## src/rtl/mult_seq_16x16_ctrl.sv

```systemverilog
// Sequential 16x16 signed/unsigned multiplier: one 8x8 Baugh-Wooley core reused over four passes, 5-cycle latency.
// Optional accumulate mode (in_acc port) is enabled by defining MULT_SEQ_ACC_EN.

module mult_bw_8x8 #(
   parameter bit HALF_0 = 1'b0
) (
   input  logic [7:0]  a,
   input  logic [7:0]  b,
   input  logic        a_sign,
   input  logic        b_sign,
   output logic [15:0] p
);
   logic [15:0] sum;
   logic [15:0] corr;
   logic [15:0] full;
   logic        neg;
   logic        pp;

   // Negative-weight partial products are inverted and their weight subtracted back once.
   always_comb begin
      sum  = '0;
      corr = '0;
      neg  = 1'b0;
      pp   = 1'b0;
      for (int i = 0; i < 8; i++) begin
         for (int j = 0; j < 8; j++) begin
            neg = ((i == 7) && a_sign) ^ ((j == 7) && b_sign);
            pp  = a[i] & b[j];
            sum = sum + ({15'b0, pp ^ neg} << (i + j));
            if (neg) begin
               corr = corr + (16'd1 << (i + j));
            end
         end
      end
      full = sum - corr;
      p    = HALF_0 ? {8'b0, full[7:0]} : full;
   end
endmodule

module mult_seq_16x16_ctrl (
   input  logic        clk,
   input  logic        reset,
   input  logic        in_valid,
   output logic        in_ready,
   input  logic [15:0] in_a,
   input  logic [15:0] in_b,
   input  logic        in_a_sign,
   input  logic        in_b_sign,
`ifdef MULT_SEQ_ACC_EN
   input  logic        in_acc,
`endif
   output logic        out_valid,
   input  logic        out_ready,
   output logic [31:0] out_p
);
   typedef enum logic [1:0] {IDLE, MUL, DONE} state_t;

   state_t      state;
   logic [1:0]  cnt;
   logic [15:0] a_r;
   logic [15:0] b_r;
   logic        sa_r;
   logic        sb_r;
   logic [31:0] acc;

   logic [7:0]  core_a;
   logic [7:0]  core_b;
   logic        core_sa;
   logic        core_sb;
   logic [15:0] core_p;
   logic [31:0] ext;
   logic [31:0] term;

   // cnt[0] selects the high byte of A, cnt[1] the high byte of B.
   always_comb begin
      core_a  = cnt[0] ? a_r[15:8] : a_r[7:0];
      core_b  = cnt[1] ? b_r[15:8] : b_r[7:0];
      core_sa = cnt[0] & sa_r;
      core_sb = cnt[1] & sb_r;
   end

   mult_bw_8x8 #(.HALF_0(1'b0)) u_core (
      .a      (core_a),
      .b      (core_b),
      .a_sign (core_sa),
      .b_sign (core_sb),
      .p      (core_p)
   );

   always_comb begin
      ext = (core_sa | core_sb) ? {{16{core_p[15]}}, core_p} : {16'b0, core_p};
      case (cnt)
         2'd0:    term = ext;
         2'd3:    term = ext << 16;
         default: term = ext << 8;
      endcase
   end

   always_ff @(posedge clk) begin
      if (reset) begin
         state     <= IDLE;
         cnt       <= 2'd0;
         acc       <= 32'd0;
         a_r       <= 16'd0;
         b_r       <= 16'd0;
         sa_r      <= 1'b0;
         sb_r      <= 1'b0;
         in_ready  <= 1'b1;
         out_valid <= 1'b0;
      end else begin
         case (state)
            IDLE: begin
               if (in_valid) begin
                  a_r      <= in_a;
                  b_r      <= in_b;
                  sa_r     <= in_a_sign;
                  sb_r     <= in_b_sign;
                  cnt      <= 2'd0;
`ifdef MULT_SEQ_ACC_EN
                  acc      <= in_acc ? acc : 32'd0;
`else
                  acc      <= 32'd0;
`endif
                  state    <= MUL;
                  in_ready <= 1'b0;
               end
            end
            MUL: begin
               acc <= acc + term;
               cnt <= cnt + 2'd1;
               if (cnt == 2'd3) begin
                  state     <= DONE;
                  out_valid <= 1'b1;
               end
            end
            DONE: begin
               if (out_ready) begin
                  state     <= IDLE;
                  out_valid <= 1'b0;
                  in_ready  <= 1'b1;
               end
            end
            default: begin
               state     <= IDLE;
               in_ready  <= 1'b1;
               out_valid <= 1'b0;
            end
         endcase
      end
   end

   assign out_p = acc;
endmodule

```

## config.mk

```make
export PLATFORM = sky130hd
export DESIGN_NAME = mult_seq_16x16_ctrl
export DESIGN_NICKNAME = d
export VERILOG_FILES = /design/src/rtl/mult_seq_16x16_ctrl.sv
export SDC_FILE = /design/constraint.sdc
export NUM_CORES = 1
export LEC_CHECK = 0
export BUFFER_PORTS_ARGS = -buffer_cell sky130_fd_sc_hd__buf_2
export CORE_ASPECT_RATIO = 1.1
export CORE_MARGIN = 3
export CORE_UTILIZATION = 45
export CTS_CLUSTER_SIZE = 28
export DETAILED_ROUTE_END_ITERATION = 7
export HOLD_SLACK_MARGIN = 0.05
export SYNTH_ARGS = -nofsm -noshare
export SYNTH_HDL_FRONTEND = slang
export SYNTH_SLANG_ARGS = --single-unit
```

## constraint.sdc

```tcl
create_clock -name clk -period 15.1 [get_ports clk]
set_input_delay 1.51 -clock clk [delete_from_list [all_inputs] [get_ports clk]]
set_output_delay 1.51 -clock clk [all_outputs]
set_load 0.02 [all_outputs]
```

==> results.md, run 1 <==
- Status: complete, no violations
- Mean Syn Cell Area: 7.81 sq um
- Top-area cell type share of the netlist area: 20.2%
- TritonCTS Buffers: 9
- Cell Count, Final, Fillers Out: 1169
- Critical path peak fanout: 16
- Most numerous cell in the Yosys netlist: nand2_1
- Num rows: 47
- Buf/Inv on CP: 4
- Max Slew Vio Count: 0
- CP delay by family, top: adder cells
- Total Routing Usage GR: 21.3%
- Top post-synthesis cells by area: dfxtp_1 (20%), ha_1 (13%), fa_1 (13%), a21oi_1 (7.6%), nand2_1 (6.8%)
- Share of cells above drive strength 1: 13.2%
- Post-layout util: 51.9%
- Power per cell area: 120 nW/um^2
- CTS root buf: clkbuf_16
- Most frequent CP cell: fa_1
- RSZ-0062 raised after global routing: false
- H-tree depth: 3
- Vias: 6277
- Yosys warns: 0
- Die Width: 126 um
- Crit path launch: cnt[0]
- Clock Latency Late Sink: 360 ps
- Worst slew margin: 40.8%
- DP HPWL: 14300 um
- Hold/Removal Path Class: flop to flop
- Iteration-0 DRC Markers: 266
- Register Area: 1440 sq um
- Final setup violation count: 0
- Cell variety after synth: 63
- Dominant synthesized flop cell: dfxtp_1
- Final worst path period need: 8530 ps
- Global-route wire length before repair: 29900 um
- Post-synthesis register bit count: 72
- Ports: 72
- Worst slew pin tran: 864 ps
- Core ar.: 15300 sq um
- Initial antenna violation count: 0
- Hold Crit Depth: 2
- Vias in the first global route: 6027
- Grt ovf: 0
- Worst reg-to-reg setup slack: 6570 ps
- Post-CTS sizing: 0
- Post-Place Setup Slack: 6560 ps
- Peak supply drop: 0.000121 V
- Tcrit/Tclk final: 56.5%
- Slowest stage delay, CP: 790 ps
- Worst EP arrival: 8770 ps
- Reg2reg path depth: 29
- ANT cells: 0
- Post-CTS setup buffer count: 0
- Routability cong.: 0.879
- FF-to-FF Start: cnt[0]
- Dpl cells: 1153
- Critical path capture point type: flop
- Buffers on Ports: 71
- Leak pwr: 3.61 nW
- Worst setup path endpoint: out_p[31]
- Critical path depth in cells: 29
- Setup CP Type: flop to flop
- DRC: 0
- Kind of start point of the critical path: flop
- Pin count of the biggest net entering global routing: 69
- Fillers: 1531
- Die Ht: 138 um
- Post-Syn Instances: 912
- Fraction of registers with async set or reset after synthesis: 0%
- Multi-input gate area: 5250 sq um
- CP max-delay cell: dfxtp_1
- Routed Antenna Nets: 0
- Setup_tns: 0 ps
- DRT Wirelength: 18200 um
- Initial Utilization: 46.6%
- Top cell type by total area after synthesis: dfxtp_1
- Final #Nets: 1127
- CTS Hold Bufs: 0
- EDFF count, synth: 0
- CTS tree: yes
- Max-cap violations: 0
- Die area: 17400 sq um
- Routed wire per std cell: 15.6 um
- Final Skew: 16.4 ps
- Vias/cell: 5.37
- Maximum root-to-sink buffer count: 2
- Worst path required time: 15340 ps
- Fmax: 117 MHz
- Area grow syn2layout: 11.4%
- Synth cell count leaders: nand2_1 (130), a21oi_1 (108), nor2_1 (91)
- Clock Sinks: 72
- Worst-path clk slew: 70 ps
- Syn nets: 1071
- Drt pass-1 iters: 5
- Final hold vios: 0
- Synthesized cell area: 7130 sq um
- Worst r2r dst: out_p[31]
- Post-synthesis sequential area ratio: 20.2%
- Fin worst setup slack: 6570 ps
layout by cell type (no fill, tap or decap), types with 9 or more instances in the layout:
cell	instances
o21ai_0	32
fa_1	45
a21o_1	13
ha_1	76
nand3_1	29
dfxtp_1	72
nand2b_1	11
nor3_1	9
a21oi_1	108
or2_2	12
mux2i_1	16
buf_2	71
clkbuf_16	9
inv_1	80
xnor2_1	42
a31oi_1	11
nor2_1	90
nand2_1	130
worst register-to-register path, delay by kind of cell, from the launching register on:
kind	cells	cell delay [ps]
adder cells (fa/ha/maj)	7	3230
AO/OA/AOI/OAI	13	2340
AND/OR/NAND/NOR	4	1230
flip-flops	1	790
buffers and inverters	4	510
XOR/XNOR	1	300
registers in the layout (all words and copies together) (netlist names):
| signal | flops |
|---|---|
| b_r | 16 |
| cnt | 2 |
| a_r | 16 |
| out_p | 32 |
| out_valid | 1 |
| in_ready | 1 |
| state | 2 |
| sa_r | 1 |
| sb_r | 1 |
worst min path at each step:
stage / start / endpoint / slack [ps]
floorplan: a_r[0] / a_r[0] / 440
finish: b_r[7] / b_r[7] / 450
global placement: a_r[15] / a_r[15] / 440
CTS: b_r[7] / b_r[7] / 460
global route: b_r[5] / b_r[5] / 470
detailed placement: b_r[7] / b_r[7] / 450
layer usage:
layer  vias to the layer above  GRT usage, %  part of all wire, %
met4                         0          7.21                  1.8
met1                      2942          27.9                   46
met3                        30          3.51                  3.0
met5                         -             0                    0
met2                       103          36.1                   49
li1                       3202             -                    -
kinds of logic after synthesis:
kind of cell    share of synthesized area, %
compound gates                          18.6
xor+xnor                                6.02
simple gates                            19.9
mux                                     3.20
flops                                   20.2
fa+ha+maj                               26.0
buf+inv                                 6.11
area by class of cell:
class / instances / share of cell area (%)
clock buffer: 9 / 2.84
clock inverter: 7 / 0.772
inverter: 82 / 3.88
sequential: 72 / 18.2
tap: 196 / 3.09
multi-input combinational: 725 / 66.1
timing repair buffer: 78 / 5.14
stage by stage:
stage / hold WS, ps / power [W] / area, sq um
finish: 453 / 0.000951 / 7940
global route: 470 / 0.00103 / 7940
floorplan: 436 / 0.000616 / 7130
global placement: 442 / 0.000742 / 7650
CTS: 456 / 0.000956 / 7940
detailed placement: 447 / 0.000738 / 7650
where the power goes:
group	internal [W]	total (W)	leakage (nW)	switching [W]
clock	0.000114	0.000211	0.135	0.0000964
combinational	0.000202	0.000516	2.89	0.000315
sequential	0.000208	0.000224	0.588	0.0000158
total	0.000524	0.000951	3.61	0.000427
No activity file was read; power rests on OpenSTA's default activity.
==> run 2: changes to the inputs <==
==> constraint.sdc (replaced) <==
create_clock -name clk -period 8.1 [get_ports clk]
set_input_delay 0.81 -clock clk [delete_from_list [all_inputs] [get_ports clk]]
set_output_delay 0.81 -clock clk [all_outputs]
set_load 0.02 [all_outputs]
==> results.md, run 2 (same netlist as run 1, synthesis figures left out) <==
- Post-route cell area: 8090 sq um
- Ports: 72
- CP max-delay cell: mux2i_1
- Final worst path period need: 7630 ps
- Most frequent CP cell: fa_1
- Worst r2r dst: out_p[31]
- Vias: 6390
- CTS tree: yes
- Die area: 17400 sq um
- H-tree depth: 3
- Worst slew pin tran: 735 ps
- Leak pwr: 3.70 nW
- Worst slew margin: 51.0%
- FF-to-FF Start: cnt[0]
- Initial antenna violation count: 0
- Routability cong.: 0.874
- Kind of start point of the critical path: flop
- Worst Hold End: b_r[5]
- Grt ovf: 0
- Power per cell area: 224 nW/um^2
- Slowest stage delay, CP: 570 ps
- Pin count of the biggest net entering global routing: 69
- Max Slew Vio Count: 0
- Final hold vios: 0
- Crit path launch: cnt[0]
- DRC: 0
- TritonCTS Buffers: 9
- Dpl cells: 1171
- Peak supply drop: 0.000212 V
- Setup CP Type: flop to flop
- Worst EP arrival: 7860 ps
- Iteration-0 DRC Markers: 255
- ANT cells: 0
- Min-delay src: b_r[5]
- Max-cap violations: 0
- Hold Crit Depth: 2
- Critical path capture point type: flop
- Routed wire per std cell: 15.7 um
- Global-route wire length before repair: 30500 um
- RSZ-0062 raised after global routing: false
- Die Ht: 138 um
- DP Area: 7790 sq um
- DP HPWL: 14800 um
- Cell Count, Final, Fillers Out: 1187
- Reg2reg path depth: 30
- Worst reg-to-reg setup slack: 470 ps
- Core ar.: 15300 sq um
- Vias/cell: 5.38
- Die Width: 126 um
- Setup_tns: 0 ps
- Worst-path clk slew: 70 ps
- Initial Utilization: 46.6%
- Status: complete, no violations
- Most common cell after layout, fill and taps aside: nand2_1
- Hold/Removal Path Class: flop to flop
- Post-CTS setup buffer count: 0
- Final #Nets: 1145
- Most frequent cells in the layout: nand2_1 (130), a21oi_1 (108), nor2_1 (90)
- Critical path peak fanout: 8
- Total Routing Usage GR: 21.7%
- CTS root buf: clkbuf_16
- Num rows: 47
- Max reg flops: 32
- Clock Sinks: 72
- Fillers: 1524
- Fmax: 131 MHz
- Final setup violation count: 0
- Share of cells above drive strength 1: 15.1%
- Worst path required time: 8330 ps
- Drt pass-1 iters: 5
- Final Skew: 12.4 ps
- DRT Wirelength: 18700 um
- Buffers on Ports: 71
- Clock Latency Late Sink: 350 ps
- Area grow syn2layout: 13.5%
- Routed Antenna Nets: 0
- Vias in the first global route: 6269
- Tcrit/Tclk final: 94.2%
- Maximum root-to-sink buffer count: 2
run 2: cell types whose count changed in the layout (fill, tap and decap cells not counted), sizes merged:
| cell | delta |
|---|---|
| inv | +1 |
| buf | +18 |
| clkinv | -1 |
run 2: worst max-delay path by stage:
stage	to
2_1_floorplan	out_p[31]
3_3_place_gp	out_p[31]
3_5_place_dp	out_p[31]
4_1_cts	out_p[31]
5_1_grt	out_p[31]
6_report	out_p[31]
run 2: layout make-up:
cell class / count / area [sq um] / share of cell area, %
timing repair buffer: 96 / 543 / 6.71
inverter: 82 / 308 / 3.81
clock inverter: 7 / 61.3 / 0.758
multi-input combinational: 725 / 5260 / 65.1
sequential: 72 / 1440 / 17.8
tap: 196 / 245 / 3.03
clock buffer: 9 / 225 / 2.78
run 2: per-stage QoR:
step | total power (W) | hold slack [ps] | worst slack [ps] | util (%)
2_1_floorplan | 0.00115 | 436 | 644 | -
3_3_place_gp | 0.00141 | 442 | 231 | 50.9
3_5_place_dp | 0.00140 | 449 | 188 | 50.9
4_1_cts | 0.00181 | 459 | 131 | 52.8
5_1_grt | 0.00194 | 481 | 16.6 | 52.9
6_report | 0.00181 | 464 | 466 | 52.9
run 2: worst max-delay path, delay by kind of cell (launching register included):
family,cells,cell delay (ps)
adder cells (fa/ha/maj),7,2800
AO/OA/AOI/OAI,11,1780
AND/OR/NAND/NOR,6,1300
multiplexers,2,950
buffers and inverters,4,360
flip-flops,1,330
run 2: where the power goes:
| part | switching (W) | total [W] | internal, W |
|---|---|---|---|
| clock | 0.000185 | 0.000399 | 0.000214 |
| combinational | 0.000604 | 0.000994 | 0.000390 |
| sequential | 0.0000286 | 0.000416 | 0.000388 |
run 2: routing by layer:
layer / vias to the layer above / part of all wire, % / track usage (%)
met4: 0 / 2.6 / 7.69
met1: 3004 / 45 / 27.5
met5: - / 0 / 0
li1: 3239 / - / -
met3: 32 / 3.3 / 3.62
met2: 115 / 49 / 37.8
run 2: repair_timing:
| item | 4_1_cts | 5_1_grt |
|---|---|---|
| hold buffers | 0 | 0 |
| hold endpoints to repair | 0 | 0 |
| resized for setup | 0 | 5 |
| setup endpoints to repair | 0 | 8 |
